File: config.mk
export PLATFORM = sky130hd
export DESIGN_NAME = rom_copier
export DESIGN_NICKNAME = d
export VERILOG_FILES = /design/src/rtl/rom_copier.sv
export SDC_FILE = /design/constraint.sdc
export NUM_CORES = 1
export LEC_CHECK = 0
export ABC_AREA = 1
export BUFFER_PORTS_ARGS = -buffer_cell sky130_fd_sc_hd__buf_2
export CAP_MARGIN = 20
export CORE_MARGIN = 2
export CORE_UTILIZATION = 35
export DETAILED_ROUTE_END_ITERATION = 6
export SYNTH_ARGS = -nofsm -noshare
export SYNTH_HDL_FRONTEND = slang
export SYNTH_SLANG_ARGS = --single-unit
File: constraint.sdc
create_clock -name iclk -period 2.2 [get_ports iclk]
set_input_delay 0.22 -clock iclk [delete_from_list [all_inputs] [get_ports iclk]]
set_output_delay 0.22 -clock iclk [all_outputs]
set_load 0.02 [all_outputs]
File: src/rtl/rom_copier.sv
// -----------------------------------------------------------------------------
// rom_copier -- flash-to-SDRAM boot copier
//
// Copies COPY_WORDS words from parallel flash (starting at FL_BASE) into SDRAM
// (starting at RAM_BASE) after reset (AUTO_START=1) or on istart. A reader
// engine fetches flash words into a small FIFO while an independent writer
// engine drains that FIFO into SDRAM, so flash latency overlaps SDRAM writes.
// Both external interfaces use a toggle handshake: a transfer is complete
// when the ack input equals the req output.
//
// Optional feature macro: ROM_COPIER_CSUM_EN
//   defined   : ochecksum is the modulo-2**DW sum of all words acked by SDRAM
//               during the current copy.
//   undefined : ochecksum is tied to zero.
//
// Ports
//   iclk, ireset         clock, synchronous active-high reset
//   istart               start pulse, honoured in IDLE or DONE only
//   oloading             high while a copy is in progress (holds the core)
//   odone                high after a copy completes
//   ocount               SDRAM words written in the current copy
//   ochecksum            running word sum (see macro above)
//   ofl_addr/ofl_req     flash word address / toggle request
//   ifl_ack/ifl_data     flash toggle ack / read data
//   oram_addr/oram_wrdata/oram_req   SDRAM address / write data / request
//   iram_ack             SDRAM toggle ack
//   oram_Wrl/oram_Wrh    byte write enables, high while loading
// -----------------------------------------------------------------------------
module rom_copier #(
  parameter int FL_AW      = 23,
  parameter int RAM_AW     = 24,
  parameter int DW         = 16,
  parameter int COPY_WORDS = 4194304,
  parameter int FL_BASE    = 0,
  parameter int RAM_BASE   = 0,
  parameter int FIFO_DEPTH = 4,
  parameter int AUTO_START = 1
) (
  input  logic              iclk,
  input  logic              ireset,
  input  logic              istart,
  output logic              oloading,
  output logic              odone,
  output logic [FL_AW-1:0]  ocount,
  output logic [DW-1:0]     ochecksum,
  output logic [FL_AW:1]    ofl_addr,
  output logic              ofl_req,
  input  logic              ifl_ack,
  input  logic [DW-1:0]     ifl_data,
  output logic [RAM_AW:1]   oram_addr,
  output logic [DW-1:0]     oram_wrdata,
  output logic              oram_req,
  input  logic              iram_ack,
  output logic              oram_Wrl,
  output logic              oram_Wrh
);

  // Counters carry one extra bit so a full 2**FL_AW copy can be counted.
  localparam int CW = FL_AW + 1;
  localparam int PW = (FIFO_DEPTH > 1) ? $clog2(FIFO_DEPTH) : 1;
  localparam logic [CW-1:0]     COPY_CNT  = CW'(COPY_WORDS);
  localparam logic [PW:0]       FIFO_CNT  = (PW+1)'(FIFO_DEPTH);
  localparam logic [FL_AW-1:0]  FL_START  = FL_AW'(FL_BASE);
  localparam logic [RAM_AW-1:0] RAM_START = RAM_AW'(RAM_BASE);

  typedef enum logic [1:0] {
    IDLE = 2'd0,
    RUN  = 2'd1,
    DONE = 2'd2
  } state_t;

  state_t state_reg, state_next;
  logic   start_copy;
  logic   running;

  // Reader state
  logic [FL_AW-1:0]  fl_addr_reg;
  logic              fl_req_reg;
  logic              fl_busy_reg;
  logic [CW-1:0]     issued_reg;

  // Writer state
  logic [RAM_AW-1:0] ram_addr_reg;
  logic              ram_req_reg;
  logic              ram_busy_reg;
  logic [CW-1:0]     count_reg;
  logic [DW-1:0]     wrdata_reg;

  // FIFO
  logic [DW-1:0]     fifo_mem [FIFO_DEPTH];
  logic [PW-1:0]     wr_ptr_reg;
  logic [PW-1:0]     rd_ptr_reg;
  logic [PW:0]       fifo_count_reg;

  logic fl_issue, fl_done, wr_issue, wr_done;

  // ---------------------------------------------------------------------------
  // Top FSM
  // ---------------------------------------------------------------------------
  always_ff @(posedge iclk) begin
    if (ireset) begin
      state_reg <= IDLE;
    end else begin
      state_reg <= state_next;
    end
  end

  always_comb begin
    state_next = state_reg;
    start_copy = 1'b0;
    oloading   = 1'b0;
    odone      = 1'b0;
    oram_Wrl   = 1'b0;
    oram_Wrh   = 1'b0;
    case (state_reg)
      IDLE: begin
        // IDLE is only ever reached through reset, so AUTO_START fires on the
        // first cycle after reset and never again.
        if ((AUTO_START != 0) || istart) begin
          state_next = RUN;
          start_copy = 1'b1;
        end
      end
      RUN: begin
        oloading = 1'b1;
        oram_Wrl = 1'b1;
        oram_Wrh = 1'b1;
        if (count_reg == COPY_CNT) begin
          state_next = DONE;
        end
      end
      DONE: begin
        odone = 1'b1;
        if (istart) begin
          state_next = RUN;
          start_copy = 1'b1;
        end
      end
      default: begin
        state_next = IDLE;
      end
    endcase
  end

  assign running = (state_reg == RUN);

  // ---------------------------------------------------------------------------
  // Engine strobes
  // ---------------------------------------------------------------------------
  // A new flash read is only issued when nothing is outstanding, so the
  // occupancy test needs no outstanding term; the ack cycle itself has the
  // busy flag set, which forces at least one idle cycle between reads.
  assign fl_issue = running && !fl_busy_reg && (fifo_count_reg < FIFO_CNT)
                    && (issued_reg < COPY_CNT);
  assign fl_done  = running && fl_busy_reg && (ifl_ack == fl_req_reg);
  assign wr_issue = running && !ram_busy_reg && (fifo_count_reg != '0);
  assign wr_done  = running && ram_busy_reg && (iram_ack == ram_req_reg);

  // ---------------------------------------------------------------------------
  // Reader / writer / FIFO bookkeeping
  // ---------------------------------------------------------------------------
  always_ff @(posedge iclk) begin
    if (ireset) begin
      fl_addr_reg    <= FL_START;
      fl_req_reg     <= 1'b0;
      fl_busy_reg    <= 1'b0;
      issued_reg     <= '0;
      ram_addr_reg   <= RAM_START;
      ram_req_reg    <= 1'b0;
      ram_busy_reg   <= 1'b0;
      count_reg      <= '0;
      wr_ptr_reg     <= '0;
      rd_ptr_reg     <= '0;
      fifo_count_reg <= '0;
    end else if (start_copy) begin
      // Request toggles keep their parity: the controllers still hold the
      // matching ack level from the previous copy.
      fl_addr_reg    <= FL_START;
      fl_busy_reg    <= 1'b0;
      issued_reg     <= '0;
      ram_addr_reg   <= RAM_START;
      ram_busy_reg   <= 1'b0;
      count_reg      <= '0;
      wr_ptr_reg     <= '0;
      rd_ptr_reg     <= '0;
      fifo_count_reg <= '0;
    end else begin
      if (fl_issue) begin
        fl_req_reg  <= ~fl_req_reg;
        fl_busy_reg <= 1'b1;
        issued_reg  <= issued_reg + 1'b1;
      end
      if (fl_done) begin
        fl_busy_reg <= 1'b0;
        fl_addr_reg <= fl_addr_reg + 1'b1;
        wr_ptr_reg  <= wr_ptr_reg + 1'b1;
      end
      if (wr_issue) begin
        ram_req_reg  <= ~ram_req_reg;
        ram_busy_reg <= 1'b1;
        rd_ptr_reg   <= rd_ptr_reg + 1'b1;
      end
      if (wr_done) begin
        ram_busy_reg <= 1'b0;
        ram_addr_reg <= ram_addr_reg + 1'b1;
        count_reg    <= count_reg + 1'b1;
      end
      case ({fl_done, wr_issue})
        2'b10:   fifo_count_reg <= fifo_count_reg + 1'b1;
        2'b01:   fifo_count_reg <= fifo_count_reg - 1'b1;
        default: fifo_count_reg <= fifo_count_reg;
      endcase
    end
  end

  // FIFO storage with registered read straight into the SDRAM data register.
  // Push and pop never address the same entry: a pop needs a non-empty FIFO
  // and a push can only land while it is not full.
  always_ff @(posedge iclk) begin
    if (fl_done) begin
      fifo_mem[wr_ptr_reg] <= ifl_data;
    end
    if (wr_issue) begin
      wrdata_reg <= fifo_mem[rd_ptr_reg];
    end
  end

  // ---------------------------------------------------------------------------
  // Optional checksum
  // ---------------------------------------------------------------------------
`ifdef ROM_COPIER_CSUM_EN
  logic [DW-1:0] checksum_reg;

  always_ff @(posedge iclk) begin
    if (ireset || start_copy) begin
      checksum_reg <= '0;
    end else if (wr_done) begin
      // wrdata_reg still holds the acked word; it only reloads on the next
      // write issue, which cannot precede this ack.
      checksum_reg <= checksum_reg + wrdata_reg;
    end
  end

  assign ochecksum = checksum_reg;
`else
  assign ochecksum = '0;
`endif

  // ---------------------------------------------------------------------------
  // Outputs
  // ---------------------------------------------------------------------------
  assign ocount      = count_reg[FL_AW-1:0];
  assign ofl_addr    = fl_addr_reg;
  assign ofl_req     = fl_req_reg;
  assign oram_addr   = ram_addr_reg;
  assign oram_wrdata = wrdata_reg;
  assign oram_req    = ram_req_reg;

endmodule

==> results of run 1 <==
-- kinds of logic after synthesis --
| kind of cell | count (synthesis) |
|---|---|
| buffers and inverters | 225 |
| AO/OA/AOI/OAI | 151 |
| XOR/XNOR | 7 |
| flip-flops | 188 |
| other | 1 |
| AND/OR/NAND/NOR | 536 |
| adder cells (fa/ha/maj) | 11 |
-- final cells by class --
type                       count  area (um^2)
inverter                     162          612
tap                          330          413
sequential                   188         4570
timing repair buffer         140          821
multi-input combinational    721         3450
clock inverter                15          209
fill                        2579        14600
clock buffer                  17          425
-- through the flow --
stage	utilization (%)	cells	hold WS, ns
3_3_place_gp	38.7	1526	0.413
2_1_floorplan	-	1134	0.279
4_1_cts	41.8	1573	0.0108
5_1_grt	41.8	1573	0.0210
6_report	41.8	1573	0.0259
3_5_place_dp	38.7	1526	0.419
-- layer usage --
metal  part of all wire (%)  up-vias  wire, um  track usage (%)
met5                  0.064        -        13                0
met4                    1.9        2       380             5.58
met3                    5.1       27      1030             3.71
met2                     47      149      9610             25.7
met1                     46     3329      9260             19.3
li1                       -     3797         -                -
-- worst max-delay path by stage --
stage                        endpoint  slack, ns
global route        fifo_count_reg[2]       0.03
finish              fifo_count_reg[2]       0.25
global placement    fifo_count_reg[2]       0.32
detailed placement  fifo_count_reg[2]       0.28
CTS                 fifo_count_reg[2]       0.26
floorplan           fifo_count_reg[2]      0.007
-- what timing repair did --
item | in CTS | in global routing
endpoints found under the hold margin | 56 | 0
gates resized for setup | 0 | 0
hold buffers | 15 | 0
-- power by group --
part / switching, mW / internal, mW / leakage, nW
clock: 1.64 / 1.60 / 0.307
combinational: 0.146 / 0.0709 / 2.31
sequential: 0.00763 / 3.63 / 1.59
total: 1.79 / 5.31 / 4.20
-- critical path, cell delays in order (launching register included) --
cell and delay, ns:
dfxtp_4 0.39, inv_1 0.07, nor2_4 0.13, nand3_4 0.11, clkinvlp_4 0.11, ha_4 0.12
inv_1 0.06, fa_1 0.39, a21oi_1 0.14, o21ai_0 0.12, o21ai_1 0.14, a21oi_1 0.05
-- layout by cell type, fill, tap and decap left out, drive strengths merged, types with 2 or more instances in the layout --
cell         Yosys  layout
nor2           192     192
xor2             6       6
a21oi           55      55
buf             49     125
nand4           40      40
nand2          228     228
inv            162     173
nor3            18      18
o21ai           71      71
a211oi           2       2
edfxtp          80      80
o21bai           2       2
o22ai           16      16
dlygate4sd3      0      15
nand3           55      55
clkinv           0       3
ha              10      10
a31oi            3       3
dfxtp          108     108
conb             1      16
clkbuf          14      17
==> flow_summary.toml, run 1 <==
[hold_path]
worstHoldStart = "ifl_data[14]"
holdPathStages = 1
hold_path_end = "fifo_mem[1][14]"
holdCritPathClass = "input pin to flip-flop"

[logic_synthesis]
synthAdderAreaFrac_pct = 1.62
synthFlopType = "dfxtp_1"
synth_seq_cells = 188
ys_top_cells_by_area = "edfxtp_1, dfxtp_1, nand2_1"
yosysTopAreaCell = "edfxtp_1"
synthArstFlopShare_pct = 0
synth-compound-area-share_pct = 8.92
netlist_area_um2 = 8940
synth-edff-count = 80
synth_warnings = 0
synth_xor_area_share_pct = 0.686
yosysUniqueCellTypes = 37
syn_inst = 1119
synth.area.mux_share_pct = 0
synth.top_cell.area_share_pct = 26.9
synth_top_family_by_area = "simple AND/OR/NAND/NOR gates"
yosysMostFrequentCell = "nand2_1"
synth_area_per_cell_um2 = 7.99
synth-simple-area-share_pct = 26.4
synth.top_cells.by_count = "nand2_1, nor2_1, inv_1"
yosysSeqAreaShare_pct = 51.1

[drt]
first_pass_iters = 4
drtIter0Drc = 472
totalWireLength_um = 20300
routed_via_density = 4.64
vias = 7304
drtAntennaViolNets = 0
wl_per_cell_um = 12.9
drc = 0

[floorplanning]
die_w_um = 164
coreArea_um2 = 25100
io_pins = 129
row_count = 58
die_area_um2 = 26800
start_util_pct = 35.6
die_h_um = 164

[flow_run]
cap_violations = 0

[sta]
setup_viol = 0
fin_setup_tns_ns = 0
min_period_ns = 1.95
slew-limit-headroom_pct = 61.9
hold_viol_final = 0
rsz0062_at_grt = "no"
fin_ws_ns = 0.248
drv_slew = 0
fin_skew_ns = 0.0166
finalCritPeriodShare_pct = 88.7
max_freq_ghz = 0.512
tightest_slew_ns = 0.568

[critical_path]
critPathLaunch = "state_reg[0]"
crit_type = "flip-flop to flip-flop"
cp_max_fo = 6
worstPathRequired_ns = 2.52
rr_worst_depth = 11
reg2reg_slack_ns = 0.25
crit_arrival_ns = 2.27
timing.rr.end = "fifo_count_reg[2]"
rr_startpoint = "state_reg[0]"
startpoint_type = "flip-flop"
cp-end-kind = "flip-flop"

[placed_design]
routabilityCongestion = 0.870
dpl.hpwl_um = 14300
dp_slack_ns = 0.284
postPlaceCellArea_um2 = 9710
numPortBuffers = 112

[final_layout]
fin_area_um2 = 10500
drive_above_1_share_pct = 15.8
n_antenna_cell = 0
top_register = "fifo_mem"
area_growth_pct = 17.4
largest_reg_flops = 64
final_nets = 1262

[grt]
grt.total_usage_pct = 15.4
grt_pass1_wl_um = 32900
grt_max_degree = 36
grt_antenna_before_repair = 1
grt.overflow.total = 0
grt_pass1_vias = 6670

[clock_network]
clock_latency_ns = 0.44
post-cts-setup-buffers = 0
cts_tree = "yes"
clkSinkCount = 188
htreeDepth = 4
path_clk_slew_ns = 0.08
clk_path_buf_depth = 2
numCtsBuffers = 17
cts_root_buffer = "clkbuf_16"

[run_status]
status = "completed"

[pwr]
powerDensity_nw_per_um2 = 676
power_leakage_nw = 4.20
power_mw = 7.10
vdd_drop_max_uv = 533
Power figures use the tool's default switching activity.
==> inputs of run 2 (changes only) <==
--- a/config.mk
+++ b/config.mk
@@ -8,9 +8,13 @@
 export ABC_AREA = 1
 export BUFFER_PORTS_ARGS = -buffer_cell sky130_fd_sc_hd__buf_2
 export CAP_MARGIN = 20
+export CELL_PAD_IN_SITES_DETAIL_PLACEMENT = 2
+export CELL_PAD_IN_SITES_GLOBAL_PLACEMENT = 2
 export CORE_MARGIN = 2
-export CORE_UTILIZATION = 35
+export CORE_UTILIZATION = 30
 export DETAILED_ROUTE_END_ITERATION = 6
+export PLACE_DENSITY_LB_ADDON = 0.1
+export SLEW_MARGIN = 10
 export SYNTH_ARGS = -nofsm -noshare
 export SYNTH_HDL_FRONTEND = slang
 export SYNTH_SLANG_ARGS = --single-unit
==> flow_summary.toml, run 2 (synthesis gave the netlist of run 1 again) <==
[clock_network]
cts_tree = "yes"
post-cts-setup-buffers = 0
clkSinkCount = 188
clk_path_buf_depth = 2
cts_resized = 0
cts_hold_buf = 17
numCtsBuffers = 17
clock_latency_ns = 0.46
htreeDepth = 4
cts_root_buffer = "clkbuf_16"
path_clk_slew_ns = 0.08

[hold_path]
holdCritPathClass = "input pin to flip-flop"
holdPathStages = 4
worstHoldStart = "istart"
hold_path_end = "state_reg[1]"

[placed_design]
dp_slack_ns = 0.227
dpl.hpwl_um = 19500
routabilityCongestion = 0.738
numPortBuffers = 112

[final_layout]
final_nets = 1269
area_growth_pct = 18.5
fin_util_pct = 35.9
final_common_cell = "nand2_1"
mostFrequentLayoutCells = "nand2_1, nor2_1, inv_1"
drive_above_1_share_pct = 16.1
top_register = "fifo_mem"
largest_reg_flops = 64

[drt]
drtIter0Drc = 283
drtAntennaViolNets = 0
routed_via_density = 4.66
wl_per_cell_um = 16.2
first_pass_iters = 4
totalWireLength_um = 26600
drc = 0
vias = 7656

[sta]
setup_viol = 0
max_freq_ghz = 0.511
rsz0062_at_grt = "no"
fin_setup_tns_ns = 0
fin_ws_ns = 0.242
tightest_slew_ns = 0.582
slew-limit-headroom_pct = 61.2
fin_skew_ns = 0.0171
hold_viol_final = 0
finalCritPeriodShare_pct = 89.0
min_period_ns = 1.96
drv_slew = 0

[critical_path]
rr_worst_depth = 11
cp_max_fo = 5
rr_startpoint = "fifo_count_reg[2]"
worstPathRequired_ns = 2.55
crit_arrival_ns = 2.30
reg2reg_slack_ns = 0.24
crit_type = "flip-flop to flip-flop"
startpoint_type = "flip-flop"
timing.rr.end = "fifo_count_reg[2]"
cp-end-kind = "flip-flop"

[grt]
grt_pass1_vias = 8247
grt.overflow.total = 0
grt.total_usage_pct = 17.9
grt_antenna_before_repair = 2
grt_pass1_wl_um = 43500
grt_max_degree = 36

[floorplanning]
row_count = 63
die_w_um = 177
io_pins = 129
die_area_um2 = 31200
start_util_pct = 30.3
die_h_um = 177
coreArea_um2 = 29500

[flow_run]
cap_violations = 0

[pwr]
powerDensity_nw_per_um2 = 663
power_mw = 7.02
seq_power_share_pct = 51.9
pwr-share-clk_pct = 44.8
power_frac_comb_pct = 3.3
vdd_drop_max_uv = 547
swShare_pct = 25.3
power_switching_mw = 1.78
p_int_mw = 5.24
power_leakage_nw = 4.22

[run_status]
status = "completed"
[run 2: cell count changes in the layout (fill, tap and decap cells not counted), sizes merged]
cell / delta
inv: -4
diode: +2
buf: +5
clkinv: +4
dlygate4sd3: +2
[run 2: cell type report]
cell class,count,area (um^2)
Clock inverter,15,168
Antenna cell,2,5.00
Timing Repair Buffer,147,878
Fill cell,3433,18900
Clock buffer,17,425
Sequential cell,188,4570
Tap cell,390,488
Multi-Input combinational cell,721,3450
Inverter,162,612
[run 2: stage by stage]
step / hold WS [ns] / std cells / area (um^2)
after floorplan: 0.279 / 1134 / 9030
final: 0.0636 / 1642 / 10600
after global placement: 0.411 / 1591 / 9820
after global routing: 0.0649 / 1641 / 10600
after CTS: 0.0424 / 1640 / 10600
after detailed placement: 0.409 / 1591 / 9820
[run 2: worst max path at each step]
stage                       from                 to  slack [ns]  depth (start not counted)
2_1_floorplan       state_reg[0]  fifo_count_reg[2]       0.007                         11
3_3_place_gp        state_reg[0]  fifo_count_reg[2]        0.31                         11
3_5_place_dp        state_reg[0]  fifo_count_reg[2]        0.23                         11
4_1_cts        fifo_count_reg[2]  fifo_count_reg[2]        0.21                         11
5_1_grt        fifo_count_reg[2]  fifo_count_reg[2]        0.09                         11
6_report       fifo_count_reg[2]  fifo_count_reg[2]        0.24                         11
[run 2: routing by layer]
layer	track usage, %	vias to the layer above	part of all wire (%)
li1	-	3811	-
met3	4.10	19	3.7
met5	0	-	0
met4	4.44	0	1.0
met2	30.7	102	48
met1	22.7	3724	47
[run 2: power by group through the flow]
stage	Sequential (mW)	Clock (mW)	Combinational, mW
after floorplan	3.73	0	0.143
after global placement	3.72	0	0.207
after detailed placement	3.72	0	0.213
after CTS	3.64	3.26	0.238
after global routing	3.64	3.39	0.260
final	3.64	3.15	0.232
[run 2: critical path: stages, from the launching register on]
cell and delay [ns]:
dfxtp_1 0.36, inv_1 0.07, nand3_1 0.14, nand3_4 0.12, clkinvlp_4 0.11, ha_4 0.12
inv_1 0.06, fa_1 0.38, a21oi_1 0.15, o21ai_0 0.13, o21ai_1 0.14, a21oi_1 0.06
==> inputs of run 3 (changes only) <==
--- a/config.mk
+++ b/config.mk
@@ -14,6 +14,7 @@
 export CORE_UTILIZATION = 30
 export DETAILED_ROUTE_END_ITERATION = 6
 export PLACE_DENSITY_LB_ADDON = 0.1
+export RECOVER_POWER = 50
 export SLEW_MARGIN = 10
 export SYNTH_ARGS = -nofsm -noshare
 export SYNTH_HDL_FRONTEND = slang
==> flow_summary.toml, run 3 (synthesis gave the netlist of run 1 again) <==
[clock_network]
clkSinkCount = 188
cts_root_buffer = "clkbuf_16"
cts_resized = 0
cts_tree = "yes"
numCtsBuffers = 17
cts_hold_buf = 17
clock_latency_ns = 0.46
post-cts-setup-buffers = 0
htreeDepth = 4
clk_path_buf_depth = 2
path_clk_slew_ns = 0.08

[placed_design]
numPortBuffers = 112
dpl.hpwl_um = 19500
routabilityCongestion = 0.738
placedCellCount = 1591

[critical_path]
worstPathRequired_ns = 2.55
cp_num_buf_inv = 3
rr_worst_depth = 11
path_depth = 11
crit_arrival_ns = 2.30
reg2reg_slack_ns = 0.24
crit_end = "fifo_count_reg[2]"
critPathLaunch = "fifo_count_reg[2]"
crit_type = "flip-flop to flip-flop"
crit_chain = "inv_1, nand3_1, nand3_4, clkinvlp_4, ha_4, inv_1, fa_1, a21oi_1, o21ai_0, o21ai_1, a21oi_1"
cp-end-kind = "flip-flop"
startpoint_type = "flip-flop"
timing.rr.end = "fifo_count_reg[2]"
cp_max_fo = 5
cpPeakStageDelay_ns = 0.38
critical-path-slowest-cell = "fa_1"
rr_startpoint = "fifo_count_reg[2]"
crit_family = "adder cells"

[final_layout]
area_growth_pct = 16.8
final_cells = 1642
regArea_um2 = 4570
drive_above_1_share_pct = 7.52
final_nets = 1269
mostFrequentLayoutCells = "nand2_1, nor2_1, inv_1"
multiInputGateArea_um2 = 3430
top_register = "fifo_mem"
fin_util_pct = 35.4
final_common_cell = "nand2_1"
fillers = 3474
largest_reg_flops = 64

[run_status]
status = "completed"

[sta]
slew-limit-headroom_pct = 30.5
rsz0062_at_grt = "no"
finalCritPeriodShare_pct = 89.0
tightest_slew_ns = 1.04
setup_viol = 0
max_freq_ghz = 0.511
fin_setup_tns_ns = 0
drv_slew = 0
fin_skew_ns = 0.0173
hold_viol_final = 0
min_period_ns = 1.96

[grt]
grt.overflow.total = 0
grt.total_usage_pct = 17.9
grt_pass1_wl_um = 43500
grt_pass1_vias = 8247
grt_max_degree = 36
grt_antenna_before_repair = 2

[flow_run]
cap_violations = 0

[drt]
first_pass_iters = 4
totalWireLength_um = 26600
routed_via_density = 4.66
vias = 7655
drtAntennaViolNets = 0
drc = 0
drtIter0Drc = 259
wl_per_cell_um = 16.2

[pwr]
power_leakage_nw = 3.81
vdd_drop_max_uv = 548
powerDensity_nw_per_um2 = 672

[hold_path]
holdPathStages = 4
holdCritPathClass = "input pin to flip-flop"

[floorplanning]
start_util_pct = 30.3
die_w_um = 177
row_count = 63
io_pins = 129
coreArea_um2 = 29500
die_h_um = 177
die_area_um2 = 31200
## run 3: per-layer routing
metal,part of all wire [%],GRT usage (%),vias up
met4,1.0,4.44,0
met1,47,22.7,3724
met2,48,30.7,100
met5,0,0,-
met3,3.8,4.10,20
li1,-,-,3811
## run 3: worst register-to-register path: cells and delay by family, from the launching register on
| family | cells | cell delay [ns] |
|---|---|---|
| compound gates | 4 | 0.48 |
| fa+ha+maj | 2 | 0.50 |
| buf+inv | 3 | 0.24 |
| flops | 1 | 0.36 |
| simple gates | 2 | 0.26 |
## run 3: where the power goes
part / internal (mW) / total, mW / switching, mW / leakage (nW)
logic: 0.0690 / 0.224 / 0.155 / 1.93
clock network: 1.53 / 3.15 / 1.62 / 0.292
registers: 3.63 / 3.64 / 0.00848 / 1.59
## run 3: per-stage QoR
step | power [mW] | area (um^2) | setup slack [ns] | hold WS [ns]
6_report | 7.02 | 10400 | 0.243 | 0.0636
5_1_grt | 7.29 | 10400 | 0.0933 | 0.0649
3_5_place_dp | 3.94 | 9820 | 0.227 | 0.409
4_1_cts | 7.15 | 10600 | 0.207 | 0.0424
3_3_place_gp | 3.93 | 9820 | 0.309 | 0.411
2_1_floorplan | 3.87 | 9030 | 0.00681 | 0.279
## run 3: cell type report
cell class	instances	area share [%]
multi-input combinational	721	32.9
clock buffer	17	4.07
antenna	2	0.0479
inverter	162	5.86
tap	390	4.67
clock inverter	15	1.61
timing repair buffer	147	7.14
sequential	188	43.7
## run 3: worst min path at each step
stage	slack (ns)	endpoint	start
2_1_floorplan	0.28	state_reg[0]	ireset
3_3_place_gp	0.41	state_reg[0]	ireset
3_5_place_dp	0.41	state_reg[0]	ireset
4_1_cts	0.04	state_reg[1]	istart
5_1_grt	0.06	state_reg[1]	istart
6_report	0.06	state_reg[1]	istart
